$ cat config.mk
export PLATFORM = sky130hd
export DESIGN_NAME = clkdiv_ctrl
export DESIGN_NICKNAME = d
export VERILOG_FILES = /design/src/rtl/clkdiv_pkg.sv /design/src/rtl/clkdiv_counter.sv /design/src/rtl/clkdiv_ctrl.sv
export SDC_FILE = /design/constraint.sdc
export NUM_CORES = 1
export LEC_CHECK = 0
export CORE_UTILIZATION = 30
export DETAILED_ROUTE_END_ITERATION = 10
export REMOVE_ABC_BUFFERS = 1
export SYNTH_ARGS = -nofsm -noshare
export SYNTH_HDL_FRONTEND = slang
export SYNTH_HIERARCHICAL = 1
export SYNTH_SLANG_ARGS = --single-unit
$ cat constraint.sdc
create_clock -name clk -period 3.7 [get_ports clk]
set_input_delay 0.925 -clock clk [delete_from_list [all_inputs] [get_ports clk]]
set_output_delay 0.925 -clock clk [all_outputs]
set_load 0.05 [all_outputs]
$ cat src/rtl/clkdiv_pkg.sv
// Shared definitions for the programmable clock divider controller.
package clkdiv_pkg;

    // Controller state: idle, counting, counting with a divisor waiting to apply.
    typedef enum logic [1:0] {
        ST_OFF  = 2'd0,
        ST_RUN  = 2'd1,
        ST_PEND = 2'd2
    } state_t;

    // Smallest divisor that yields a real high and low phase.
    localparam int MIN_DIV = 2;

    // Length of the high phase; odd divisors get the extra cycle high.
    function automatic logic [31:0] hi_len(input logic [31:0] n);
        return n - (n >> 1);
    endfunction

endpackage

$ cat src/rtl/clkdiv_counter.sv
// Period counter: runs 0..act_div-1 and wraps, held at 0 while clr is high.
module clkdiv_counter
    import clkdiv_pkg::*;
#(
    parameter int W = 8
) (
    input  logic         clk,
    input  logic         rst,
    input  logic         clr,
    input  logic [W-1:0] act_div,
    output logic [W-1:0] cnt,
    output logic         last,
    output logic         phase_hi_next
);

    localparam logic [W-1:0] ONE = W'(1);

    logic [W-1:0] cnt_nxt;

    // Next count and the high-phase decision for the cycle that follows.
    // act_div only changes while cnt is 0 or wrapping, so cnt never passes act_div-1.
    always_comb begin
        last          = (cnt == act_div - ONE);
        cnt_nxt       = (clr || last) ? '0 : cnt + ONE;
        phase_hi_next = (32'(cnt_nxt) < hi_len(32'(act_div)));
    end

    // Count register.
    always_ff @(posedge clk or posedge rst) begin
        if (rst) cnt <= '0;
        else     cnt <= cnt_nxt;
    end

endmodule

$ cat src/rtl/clkdiv_ctrl.sv
// Divide-by-N controller: FSM, divisor registers, cfg handshake and output flops.
module clkdiv_ctrl
    import clkdiv_pkg::*;
#(
    parameter int W       = 8,
    parameter int DEF_DIV = 2
) (
    input  logic         clk,
    input  logic         rst,
    input  logic         en,
    input  logic         cfg_valid,
    input  logic [W-1:0] cfg_div,
    output logic         cfg_ready,
    output logic         cfg_err,
    output logic         div_out,
    output logic         div_outbar,
    output logic         tick,
    output logic         busy
);

    localparam logic [W-1:0] ONE   = W'(1);
    localparam logic [W-1:0] MIN_N = W'(MIN_DIV);

    state_t       state, state_nxt;
    logic [W-1:0] act_div, act_nxt;
    logic [W-1:0] pend_div, pend_nxt;
    logic [W-1:0] cnt;
    logic         last, phase_hi_next;
    logic         xfer, cfg_ok, clr, run_nxt, tick_nxt;

    assign cfg_ready = (state != ST_PEND);
    assign busy      = (state != ST_OFF);
    assign xfer      = cfg_valid & cfg_ready;
    assign cfg_ok    = (cfg_div >= MIN_N);
    assign clr       = (state == ST_OFF);

    clkdiv_counter #(.W(W)) u_cnt (
        .clk           (clk),
        .rst           (rst),
        .clr           (clr),
        .act_div       (act_div),
        .cnt           (cnt),
        .last          (last),
        .phase_hi_next (phase_hi_next)
    );

    // Next state and divisor updates; divisor changes land only on period boundaries.
    always_comb begin
        state_nxt = state;
        act_nxt   = act_div;
        pend_nxt  = pend_div;
        case (state)
            ST_OFF: begin
                if (xfer && cfg_ok) act_nxt = cfg_div;
                if (en)             state_nxt = ST_RUN;
            end
            ST_RUN: begin
                if (xfer && cfg_ok) begin
                    pend_nxt  = cfg_div;
                    state_nxt = ST_PEND;
                end else if (last && !en) begin
                    state_nxt = ST_OFF;
                end
            end
            ST_PEND: begin
                if (last) begin
                    act_nxt   = pend_div;
                    state_nxt = en ? ST_RUN : ST_OFF;
                end
            end
            default: state_nxt = ST_OFF;
        endcase
    end

    // Tick is registered, so predict "next cycle is the last": the counter is not
    // cleared or wrapping and cnt+1 hits act_div-1.
    always_comb begin
        run_nxt  = (state_nxt != ST_OFF);
        tick_nxt = run_nxt && !clr && !last && (cnt + ONE == act_div - ONE);
    end

    // State and divisor registers.
    always_ff @(posedge clk or posedge rst) begin
        if (rst) begin
            state    <= ST_OFF;
            act_div  <= W'(DEF_DIV);
            pend_div <= W'(DEF_DIV);
        end else begin
            state    <= state_nxt;
            act_div  <= act_nxt;
            pend_div <= pend_nxt;
        end
    end

    // Output flops, all updated on the same edge so the pair never glitches.
    always_ff @(posedge clk or posedge rst) begin
        if (rst) begin
            div_out    <= 1'b0;
            div_outbar <= 1'b1;
            tick       <= 1'b0;
            cfg_err    <= 1'b0;
        end else begin
            div_out    <= run_nxt & phase_hi_next;
            div_outbar <= ~(run_nxt & phase_hi_next);
            tick       <= tick_nxt;
            cfg_err    <= xfer & ~cfg_ok;
        end
    end

endmodule

---- Word-level counts from Yosys, hierarchy flattened ----
Cells that the tools add are included.
cells by class
  $add $sub $neg .......................... 3
  order comparisons ....................... 2
  eq/ne operators ......................... 7
  multiplexer cells ....................... 10
  bitwise logic cells ..................... 5
  reduce and logical (&&, ||, !) cells .... 15
operators by type and width
  kind                                                  count
  less-than comparator 8 x 32 -> 1 bit                  1
  two-way mux 8 bit                                     3
  == test 8 bit                                         2
  case mux 8 bit (2 select lines)                       1
  subtractor 8 x 7 -> 9 bit                             1
  adder 8 x 1 -> 8 bit (second input constant)          1
  >= comparator 8 x 2 -> 1 bit (second input constant)  1
  two-way mux 2 bit                                     4
  subtractor 8 x 1 -> 8 bit (second input constant)     1
  case mux 2 bit (3 select lines)                       1
  nonzero test 2 bit                                    3
  logical AND 1 bit                                     5
  != test 2 bit (second input constant)                 2
  bitwise AND 1 bit                                     3
  zero test 1 bit                                       3
  AND reduction 3 bit                                   1
  == test 2 x 1 -> 1 bit (second input constant)        1
  == test 2 bit (second input constant)                 1
  zero test 2 bit                                       1
  != test 2 x 1 -> 1 bit (second input constant)        1
  NOT 1 bit                                             2
  AND reduction 2 bit                                   1
  logical OR 1 bit                                      1
  two-way mux 1 bit                                     1
storage, ports and cells
  flip-flop bits (word level) ............. 30
  input port bits ......................... 12
  output and inout bits ................... 6
  word-level logic and storage cells ...... 50

---- Longest topological paths before layout ----
  depth after elaboration ................. 10
  depth in mapped cells ................... 17
  gate-level depth less buffers ........... 17

---- By module ----
Netlist, hierarchy kept.
by module, submodules not included
  module          times used  cells an instance  area an instance (sq um)  seq. area each (sq um)
  clkdiv_ctrl     1           122                1,348.8                   554.3
  clkdiv_counter  1           124                1,137.3                   200.2

---- Least setup slack after synthesis ----
Ideal clock, no wire load.
  path type ............................... flip-flop to flip-flop
  from .................................... register act_div[2]
  to ...................................... register div_out
  library setup time ...................... 0.063 ns
  arrival ................................. 3.270 ns
  data required time ...................... 3.637 ns
  path slack .............................. 0.367 ns
  stages on the path, launching flop included .. 18
  path buffers ............................ 1
  period minus slack after synthesis ...... 3.333 ns
  cells stage by stage .................... dfrtp_1 inv_1 ha_1 nor2b_1 xnor2_1 nand4_1 nor4_2 or2_1 buf_2 nor2b_1 ha_1 a21o_1 a21o_1 a21oi_1 o311a_1 a211o_1 nand2_1 inv_1
between the ends
  elaborated cells on any way between the ends .. 13
  those cells by class .................... 2 x add/sub; 1 x order compare; 1 x eq/ne; 5 x mux; 1 x bitwise; 3 x reduce/logical
RTL lines
  what                                  RTL line              source
  start, declared                       clkdiv_ctrl.sv:25     logic [W-1:0] act_div, act_nxt;
  start signal, assigned                clkdiv_ctrl.sv:86     act_div <= W'(DEF_DIV);
  start signal, assigned                clkdiv_ctrl.sv:90     act_div <= act_nxt;
  subtractor 8 x 1 -> 8 bit             clkdiv_counter.sv:23  last = (cnt == act_div - ONE);
  == test 8 bit                         clkdiv_counter.sv:23
  named net last                        clkdiv_ctrl.sv:28     logic last, phase_hi_next;
  logical OR 1 bit                      clkdiv_counter.sv:24  cnt_nxt = (clr || last) ? '0 : cnt + ONE;
  two-way mux 8 bit                     clkdiv_counter.sv:24
  named net u_cnt.cnt_nxt[5]            clkdiv_counter.sv:18  logic [W-1:0] cnt_nxt;
  less-than comparator 8 x 32 -> 1 bit  clkdiv_counter.sv:25  phase_hi_next = (32'(cnt_nxt) < hi_len(32'(act_div)));
  named net phase_hi_next               clkdiv_ctrl.sv:28
  bitwise AND 1 bit                     clkdiv_ctrl.sv:103    div_out <= run_nxt & phase_hi_next;
  end signal, assigned                  clkdiv_ctrl.sv:103
  end, declared                         clkdiv_ctrl.sv:15     output logic div_out,
The timed path passes the listed nets, and every way through them passes these cells.
A chain may end at the register's enable or synchronous reset.

---- Final worst setup path ----
  from .................................... register act_div[1]
  to ...................................... register div_out
Same word-level chain as after synthesis.

==> out/results.ini <==
[critical_path]
slowest_delay_ns = 0.60
endpoint_kind = register
crit_cells = 16
r2r_slack_ns = 0.45
rr_startpoint = act_div[1]$_DFFE_PP1P_
r2r_cells = 16
path_buf_inv = 2
crit_path_start_kind = register
path_max_fanout = 8
path_delay_family = simple AND/OR/NAND/NOR gates
critPathRequiredTime_ns = 3.91
worstReg2RegEnd = div_out$_DFF_PP0_
path_cells = inv_1 > ha_1 > nor2b_1 > xnor2_1 > nand4_1 > nor4_2 > or2_1 > nor2b_1 > ha_1 > a21o_1 > a21o_1 > a21oi_1 > o311a_1 > a211o_1 > nand2_1 > inv_1
slowest_stage = dfstp_2
arrival_ns = 3.47
crit_type = register to register
critPathLaunch = act_div[1]$_DFFE_PP1P_
cp-endpoint = div_out$_DFF_PP0_

[detailed_routing]
ant_nets = 0
drt_wl_total_mm = 5.08
routed_via_density = 4.64
initialDrtViolationCount = 61
num_vias = 1735
drc_errors = 0
wire_per_inst_um = 13.6
firstDrtPassIters = 4

[timing]
hold_slack_ns = 0.511
finalCritPeriodShare_pct = 87.9
hold_violations = 0
grt_setup_unrepaired = no
setup_viol = 0
setup_tns_ns = 0
fmax_ghz = 0.308
maxSlewHeadroom_pct = 41.3
fin_crit_ns = 3.25
drv_slew = 0
fin_worst_skew_ns = 0.00492
max_slew.worst_pin.slew_ns = 0.879

[cts]
post_cts_buffers = 0
clk_latency_ns = 0.28
clk_pin_slew_ns = 0.06
htree_num_levels = 2
cts_tree = yes
cts_sinks = 30
postCtsHoldBufs = 0
cts_buffer_depth = 2
cts_resized = 0
root_buffer = clkbuf_8
numCtsBuffers = 5

[floorplanning]
pin_count = 18
die_w_um = 93.0
rows = 32
fp.dieH_um = 93.0
initial_core_util_pct = 31.5
core_um2 = 7890
dieArea_um2 = 8660

[global_route]
track_usage_pct = 12.9
grt_pass1_wl_mm = 8.65
grt_max_degree = 23
grt_overflow_total = 0
grt_pass1_vias = 1772
antenna_found_initial = 0

[logic_synthesis]
ys_async_sr_fraction_pct = 100
syn_inst = 246
yosysUniqueCellTypes = 53
syn_area_um2 = 2490
synth_seq_cells = 30
synth-edff-count = 0
synth-warning-count = 6
ys_seq_area_share_pct = 30.3
synthFlopType = dfrtp_1
synth_area_per_cell_um2 = 10.1

[cells_and_area]
area_growth_pct = 15.9
fill_cells = 785
drive_gt1_share_pct = 12.5
final-seq-area_um2 = 754
fin_nets = 311
multi_input_comb_area_um2 = 1620
diodes = 0

[placed_design]
gp_congestion = 0.774
detailed_place_hpwl_mm = 3.94
portBuffers = 17

[run_status]
outcome = finished clean

[pwr]
ir_worst_vdd_mv = 0.399
power_mw = 2.53
power_density_nw_per_um2 = 879
p_leak_nw = 1.32

[min_path]
hold_class = register to register

[run]
cap_viol_max_count = 0

-- metrics by stage --
| step | area, um2 | worst slack, ns | utilization, % | instances |
|---|---|---|---|---|
| 3_3_place_gp | 2800 | 0.545 | 35.4 | 367 |
| 5_1_grt | 2880 | 0.121 | 36.5 | 374 |
| 2_1_floorplan | 2450 | 0.373 | - | 242 |
| 4_1_cts | 2880 | 0.445 | 36.5 | 374 |
| 3_5_place_dp | 2800 | 0.462 | 35.4 | 367 |
| 6_report | 2880 | 0.449 | 36.5 | 374 |
-- routing by layer --
metal / GRT usage (%) / vias to the layer above / part of all wire [%]
li1: - / 892 / -
met2: 21.0 / 23 / 46
met1: 17.7 / 815 / 51
met4: 3.08 / 0 / 0.83
met5: 0 / - / 0
met3: 2.20 / 5 / 2.3
-- registers in the layout, summed over array words and instances (netlist names) --
name,cells
tick,1
div_outbar,1
act_div,8
u_cnt/cnt,8
cfg_err,1
div_out,1
pend_div,8
state,2
-- report_power, final --
group	total [mW]	switching (mW)	internal, mW
registers	0.618	0.154	0.463
logic	1.65	0.858	0.795
clock network	0.262	0.115	0.147
total	2.53	1.13	1.41
-- synth_stat cells, types with 3 or more instances --
cell type  number  area [um2]
dfrtp_1        27         676
xnor2_1        26         228
nand3_1         6        30.0
or3_1           3        18.8
mux2i_1         8        80.1
and3_1          4        25.0
nor2_1         20        75.1
ha_1           26         325
mux2_4          8         120
nor3_1          5        25.0
inv_1          21        78.8
o21a_1          3        22.5
nand2_1         6        22.5
xor2_1         12         105
nand2b_1        4        25.0
nor2b_1         6        37.5
dfstp_2         3        78.8
nand4_1         4        25.0
o21bai_1        3        22.5
a21oi_1        13        65.1
-- cells in the final DEF (no fill, tap or decap), types with 4 or more instances in the layout --
cell type / count
nor3_1: 5
nand4_1: 4
a21oi_1: 13
xor2_1: 12
dfrtp_1: 27
and3_1: 4
clkbuf_8: 6
nand3_1: 6
nand2_1: 6
buf_4: 6
xnor2_1: 26
ha_1: 26
nand2b_1: 4
mux2_4: 8
nor2b_1: 6
nor2_1: 20
mux2i_1: 8
clkdlybuf4s50_1: 17
inv_1: 21
-- how the worst min path moves through the flow --
stage | start | end | cells past startpoint
5_1_grt | pend_div[7]$_DFFE_PP0P_ | pend_div[7]$_DFFE_PP0P_ | 1
4_1_cts | pend_div[7]$_DFFE_PP0P_ | pend_div[7]$_DFFE_PP0P_ | 1
6_report | pend_div[2]$_DFFE_PP0P_ | pend_div[2]$_DFFE_PP0P_ | 1
3_3_place_gp | pend_div[4]$_DFFE_PP0P_ | pend_div[4]$_DFFE_PP0P_ | 1
3_5_place_dp | pend_div[5]$_DFFE_PP0P_ | pend_div[5]$_DFFE_PP0P_ | 1
2_1_floorplan | pend_div[0]$_DFFE_PP0P_ | pend_div[0]$_DFFE_PP0P_ | 1
-- cells by family (layout without fill, tap and decap cells) --
family                     after synthesis  count (layout)  share of synthesized area (%)
buffers and inverters                   25              51                           4.53
DFF                                     30              30                           30.3
AOI/OAI and AO/OA                       38              38                           11.0
xor gates and xnor gates                42              42                           17.0
muxes                                   16              16                           8.05
and+or+nand+nor                         68              68                           15.2
adders and majority gates               27              27                           13.9
-- layout make-up --
| class | count | share of cell area [%] |
|---|---|---|
| multi-input combinational | 191 | 56.2 |
| inverter | 21 | 2.74 |
| clock buffer | 7 | 3.00 |
| sequential | 30 | 26.2 |
| tap | 102 | 4.43 |
| timing repair buffer | 23 | 7.47 |
Note: power is estimated with default switching activity, not from simulation.
